### src/rtl/instr_ram_loader.sv
// Program memory between the UART receive path and the CPU fetch port: sequential load, debug walk, multi-byte fetch.
// Optional running XOR of loaded bytes on checksum when INSTR_RAM_CHECKSUM_EN is defined.
module instr_ram_loader #(
    parameter int DATA_W      = 8,
    parameter int DEPTH       = 64,
    parameter int ADDR_W      = $clog2(DEPTH),
    parameter int FETCH_BYTES = 2
) (
    input  logic                          clk,
    input  logic                          rst,
    input  logic [1:0]                    mode,
    input  logic [DATA_W-1:0]             wr_data,
    input  logic                          wr_valid,
    output logic                          wr_ready,
    input  logic                          dbg_step,
    input  logic [ADDR_W-1:0]             fetch_addr,
    output logic [DATA_W-1:0]             data_out,
    output logic [ADDR_W-1:0]             dbg_addr,
    output logic [FETCH_BYTES*DATA_W-1:0] fetch_data,
    output logic                          fetch_err,
    output logic [ADDR_W:0]               fill_count,
    output logic                          full,
    output logic                          overflow,
    output logic                          busy,
    output logic [DATA_W-1:0]             checksum
);
    typedef enum logic {CLEAR, RUN} state_t;
    typedef enum logic [1:0] {M_LOAD = 2'd0, M_DEBUG = 2'd1, M_FETCH = 2'd2, M_IDLE = 2'd3} mode_t;

    state_t                          state, state_next;
    mode_t                           prev_mode;
    logic [ADDR_W-1:0]               clr_idx, wr_ptr;
    logic [2:0]                      step_sync;
    logic [DATA_W-1:0]               ram [DEPTH];
    logic                            entry, wr_accept, step_edge, clr_last;
    logic [ADDR_W:0]                 dbg_addr_inc;
    logic [ADDR_W+1:0]               fsum;
    logic [FETCH_BYTES*DATA_W-1:0]   fetch_word;
    logic                            fetch_oob;

    assign full         = (fill_count == (ADDR_W+1)'(DEPTH));
    assign clr_last     = (clr_idx == ADDR_W'(DEPTH-1));
    assign dbg_addr_inc = {1'b0, dbg_addr} + 1'b1;

    always_ff @(posedge clk) begin
        if (rst) state <= CLEAR;
        else     state <= state_next;
    end

    always_comb begin
        state_next = state;
        busy       = 1'b0;
        wr_ready   = 1'b0;
        entry      = 1'b0;
        wr_accept  = 1'b0;
        step_edge  = 1'b0;
        case (state)
            CLEAR: begin
                busy = 1'b1;
                if (clr_last) state_next = RUN;
            end
            RUN: begin
                entry     = (mode == M_LOAD) && (prev_mode != M_LOAD);
                wr_ready  = (mode == M_LOAD) && !entry && !full;
                wr_accept = wr_valid && wr_ready;
                step_edge = (mode == M_DEBUG) && step_sync[1] && !step_sync[2];
            end
            default: state_next = CLEAR;
        endcase
    end

    // Fetch indices wrap modulo DEPTH for data, but bounds are checked on the unwrapped sum.
    always_comb begin
        fetch_word = '0;
        fetch_oob  = 1'b0;
        fsum       = '0;
        for (int unsigned k = 0; k < FETCH_BYTES; k++) begin
            fsum = {2'b00, fetch_addr} + (ADDR_W+2)'(k);
            fetch_word[k*DATA_W +: DATA_W] = ram[ADDR_W'(fsum % (ADDR_W+2)'(DEPTH))];
            if (fsum >= {1'b0, fill_count}) fetch_oob = 1'b1;
        end
    end

    always_ff @(posedge clk) begin
        if (!rst) begin
            if (state == CLEAR)  ram[clr_idx] <= '0;
            else if (wr_accept)  ram[wr_ptr]  <= wr_data;
        end
    end

    always_ff @(posedge clk) begin
        if (rst) begin
            clr_idx    <= '0;
            wr_ptr     <= '0;
            fill_count <= '0;
            dbg_addr   <= '0;
            data_out   <= '0;
            fetch_data <= '0;
            fetch_err  <= 1'b0;
            overflow   <= 1'b0;
            prev_mode  <= M_IDLE;
            step_sync  <= '0;
        end else begin
            step_sync <= {step_sync[1:0], dbg_step};
            if (state == CLEAR) begin
                clr_idx <= clr_last ? '0 : clr_idx + 1'b1;
            end else begin
                prev_mode <= mode_t'(mode);
                case (mode)
                    M_LOAD: begin
                        data_out   <= '0;
                        fetch_data <= '0;
                        if (entry) begin
                            wr_ptr     <= '0;
                            fill_count <= '0;
                            overflow   <= 1'b0;
                            dbg_addr   <= '0;
                        end else if (wr_accept) begin
                            wr_ptr     <= ADDR_W'({1'b0, wr_ptr} + 1'b1);
                            fill_count <= fill_count + 1'b1;
                        end else if (wr_valid && full) begin
                            overflow <= 1'b1;
                        end
                    end
                    M_DEBUG: begin
                        data_out <= ram[dbg_addr];
                        if (step_edge)
                            dbg_addr <= (dbg_addr_inc < fill_count) ? dbg_addr_inc[ADDR_W-1:0] : '0;
                    end
                    M_FETCH: begin
                        fetch_data <= fetch_word;
                        fetch_err  <= fetch_oob;
                    end
                    default: ;
                endcase
            end
        end
    end

`ifdef INSTR_RAM_CHECKSUM_EN
    logic [DATA_W-1:0] csum;

    always_ff @(posedge clk) begin
        if (rst)            csum <= '0;
        else if (entry)     csum <= '0;
        else if (wr_accept) csum <= csum ^ wr_data;
    end

    assign checksum = csum;
`else
    assign checksum = '0;
`endif

endmodule

### config.mk
export PLATFORM = sky130hd
export DESIGN_NAME = instr_ram_loader
export DESIGN_NICKNAME = d
export VERILOG_FILES = /design/src/rtl/instr_ram_loader.sv
export SDC_FILE = /design/constraint.sdc
export NUM_CORES = 1
export LEC_CHECK = 0
export CORE_MARGIN = 1
export CORE_UTILIZATION = 57
export DETAILED_ROUTE_END_ITERATION = 6
export PLACE_DENSITY = 0.79
export SYNTH_ARGS = -nofsm -noshare
export SYNTH_HDL_FRONTEND = slang
export SYNTH_SLANG_ARGS = --single-unit
### constraint.sdc
create_clock -name clk -period 3.1 [get_ports clk]
set_input_delay 0.62 -clock clk [delete_from_list [all_inputs] [get_ports clk]]
set_output_delay 0.62 -clock clk [all_outputs]
set_load 0.03 [all_outputs]
==> qor.yml <==
critical_path:
  start_kind: "flip-flop"
  cp_num_buf_inv: 3
  crit_top_cell: "buf_4"
  cp_slowest_stage_delay_ps: 590
  cp.arrival_ps: 3370
  crit_path_end_kind: "flip-flop"
  path_delay_family: "simple AND/OR/NAND/NOR gates"
  cpMaxStageDelayCell: "or4_4"
  crit_chain: "or4_4, o2111ai_4, nor2_4, buf_4, mux2i_1, or3_1, buf_4, nor2_1, buf_4"
  required_ps: 3440
  crit_type: "reg -> reg"
  path_max_fanout: 8
detailed_routing:
  drtIter0Drc: 4056
  vias_per_cell: 7.82
  drt_wl_total_mm: 102
  dr.pass1.iters: 6
  final_antenna_net_count: 0
  via_count: 21331
  routedWlPerCell_um: 37.4
  drc_errors: 0
yosys:
  synthFlopType: "edfxtp_1"
  netlist_area_mm2: 0.0308
  synth_warnings: 0
  synth_cells: 1778
  synth_edf_count: 512
  synth-compound-area-share_pct: 3.90
  synth.avg_cell_area_um2: 17.3
  synthAdderAreaFrac_pct: 1.02
  synth_mux_area_share_pct: 32.8
  ys_async_sr_fraction_pct: 0
  yosys-top-cells-area: "edfxtp_1 50%, mux4_2 32%, dfxtp_1 4.1%"
  ys_ff_latch: 575
  synth.largest_area_cell: "edfxtp_1"
  seq_area_frac_synth_pct: 54.0
  synth_top_family_by_area: "multiplexers"
  synth.distinct_cells: 59
  synthXorXnorAreaFrac_pct: 0.455
  synth-simple-area-share_pct: 5.54
  yosysMostFrequentCell: "edfxtp_1"
  synthTopCellsByCount: "512 x edfxtp_1, 433 x mux4_2, 100 x nor2_1"
  synth_top_area_share_pct: 49.9
timing:
  finalCritPeriodShare_pct: 97.6
  hold_viol: 0
  fmax_mhz: 331
  rsz0062_at_grt: "no"
  worst_pin_slew_ps: 980
  finalSetupViolations: 0
  slew_headroom_pct: 34.5
  drv_slew: 0
  clock_skew_ps: 25.5
  fin_crit_ps: 3030
  hold_ws_ps: 452
cells_and_area:
  area_growth_pct: 16.3
  diodes: 0
  nets: 2035
  layout-drive-gt1-share_pct: 38.0
  fillers: 3434
  post-route-util_pct: 67.7
placement:
  gp_congestion: 1.05
  port_buffers: 61
  place_hpwl_mm: 70.9
cts:
  post-cts-setup-buffer-count: 0
  cts-root-buf: "clkbuf_16"
  cts_sinks: 575
  cts.htree.levels: 2
  clock_path_buffers: 3
  clk_latency_ps: 640
  cts_buffers: 59
  holdBufCountCts: 0
  post_cts_resize_count: 0
  clk_pin_slew_ps: 60
  cts_tree: "yes"
power_and_ir_drop:
  power_switching_share_pct: 21.9
  p_leak_nw: 12.7
  pwr-share-seq_pct: 49.7
  combPwrFrac_pct: 6.4
  total_power_mw: 16.8
  switchingPower_mw: 3.67
  power.density_mw_per_mm2: 469
  clkPwrFrac_pct: 43.8
  p_int_mw: 13.1
  ir_worst_vdd_uv: 508
worst_hold_path:
  hold_path.class: "reg -> reg"
floorplan:
  fp.dieArea_mm2: 0.0550
  die_y_um: 234
  ios: 70
  rows: 84
  core_mm2: 0.0530
  start_util_pct: 58.2
  chipWidth_um: 234
global_routing:
  grt_max_degree: 65
  antenna_found_initial: 7
  grt_use_total_pct: 38.1
  grt-ovfl-total: 0
  grt_pass1_vias: 20152
  grt_pass1_wl_mm: 145
flow_run:
  maxCapViolCount: 0
outcome:
  status: "finished clean"
## final cells by class
type | count | area [um^2] | share of cell area, %
clock buffers | 72 | 1600 | 4.46
clock inverters | 38 | 395 | 1.10
inverters | 17 | 63.8 | 0.178
multi-input cells | 1054 | 13500 | 37.7
flip-flops and latches | 575 | 16600 | 46.4
well taps | 688 | 861 | 2.40
repair buffers | 283 | 2760 | 7.70
## cell families (layout without fill, tap and decap cells)
logic type / after synthesis / after routing
fa+ha+maj: 25 / 25
simple gates: 362 / 362
compound gates: 177 / 177
mux: 466 / 466
other cells: 1 / 8
buf+inv: 156 / 410
flops: 575 / 575
xor+xnor: 16 / 16
## per-layer routing
metal	up-vias	GRT usage (%)	share of wire, %
met1	10859	52.4	34
li1	8017	-	-
met3	358	13.6	17
met4	10	15.1	5.0
met5	-	0	0.069
met2	2087	56.1	45
## placed cells by master, fill, tap and decap left out, types with 4 or more instances in the layout
master and count:
buf_4 184, nor2b_1 19, xor2_1 6, dfxtp_1 60, clkdlybuf4s50_1 55, o22ai_1 14
o211ai_1 4, edfxtp_1 512, and3_2 8, nand4_1 12, xnor2_1 10, a31oi_1 11
clkinv_2 11, nand2b_1 18, a22oi_1 42, clkbuf_16 61, ha_1 24, a21oi_1 22
a22o_1 4, nand3_1 87, buf_12 39, a32oi_1 7, nor3_1 8, inv_1 15
bufinv_16 8, clkinv_1 13, conb_1 8, mux2i_1 30, or3_1 9, o21ai_0 35
nand2_1 86, clkbuf_1 8, o21a_1 4, clkinvlp_4 5, mux4_2 433, a211oi_1 15
nor2_1 100
## path summary, 6_finish.rpt
path                                                  from                 endpoint  slack, ps  cells after the start
worst max-delay path            fill_count[2]$_SDFFE_PP0P_     ram[11][2]$_DFFE_PP_         70                      9
worst min-delay path               step_sync[0]$_SDFF_PP0_  step_sync[1]$_SDFF_PP0_        450                      1
worst max register to register  fill_count[2]$_SDFFE_PP0P_     ram[11][2]$_DFFE_PP_         70                      9
worst min register to register     step_sync[0]$_SDFF_PP0_  step_sync[1]$_SDFF_PP0_        450                      1
## metrics by stage
step                worst slack, ps  cells  setup TNS [ps]  area, um^2
floorplan                      9.29   1785               0       30800
global placement               -203   2617          -41740       33800
detailed placement             -288   2617          -87380       33800
CTS                            18.6   2727               0       35800
global route                   1.32   2727               0       35800
finish                         74.8   2727               0       35800
## sequential cells by signal, indices dropped and copies added, names as in the netlist, 3 cells and up, named ones only
register and count:
clr_idx 6, fill_count 7, fetch_data 16, dbg_addr 6, ram 512, data_out 8
step_sync 3, wr_ptr 6
## power groups by stage
stage               Combinational [mW]  Clock [mW]  Sequential [mW]
finish                            1.08        7.36             8.35
global route                      1.12        7.61             8.35
CTS                               1.06        7.35             8.35
detailed placement                1.06           0             8.51
global placement                  1.04           0             8.51
floorplan                        0.687           0             8.51
Note: power is estimated with default switching activity, not from simulation.
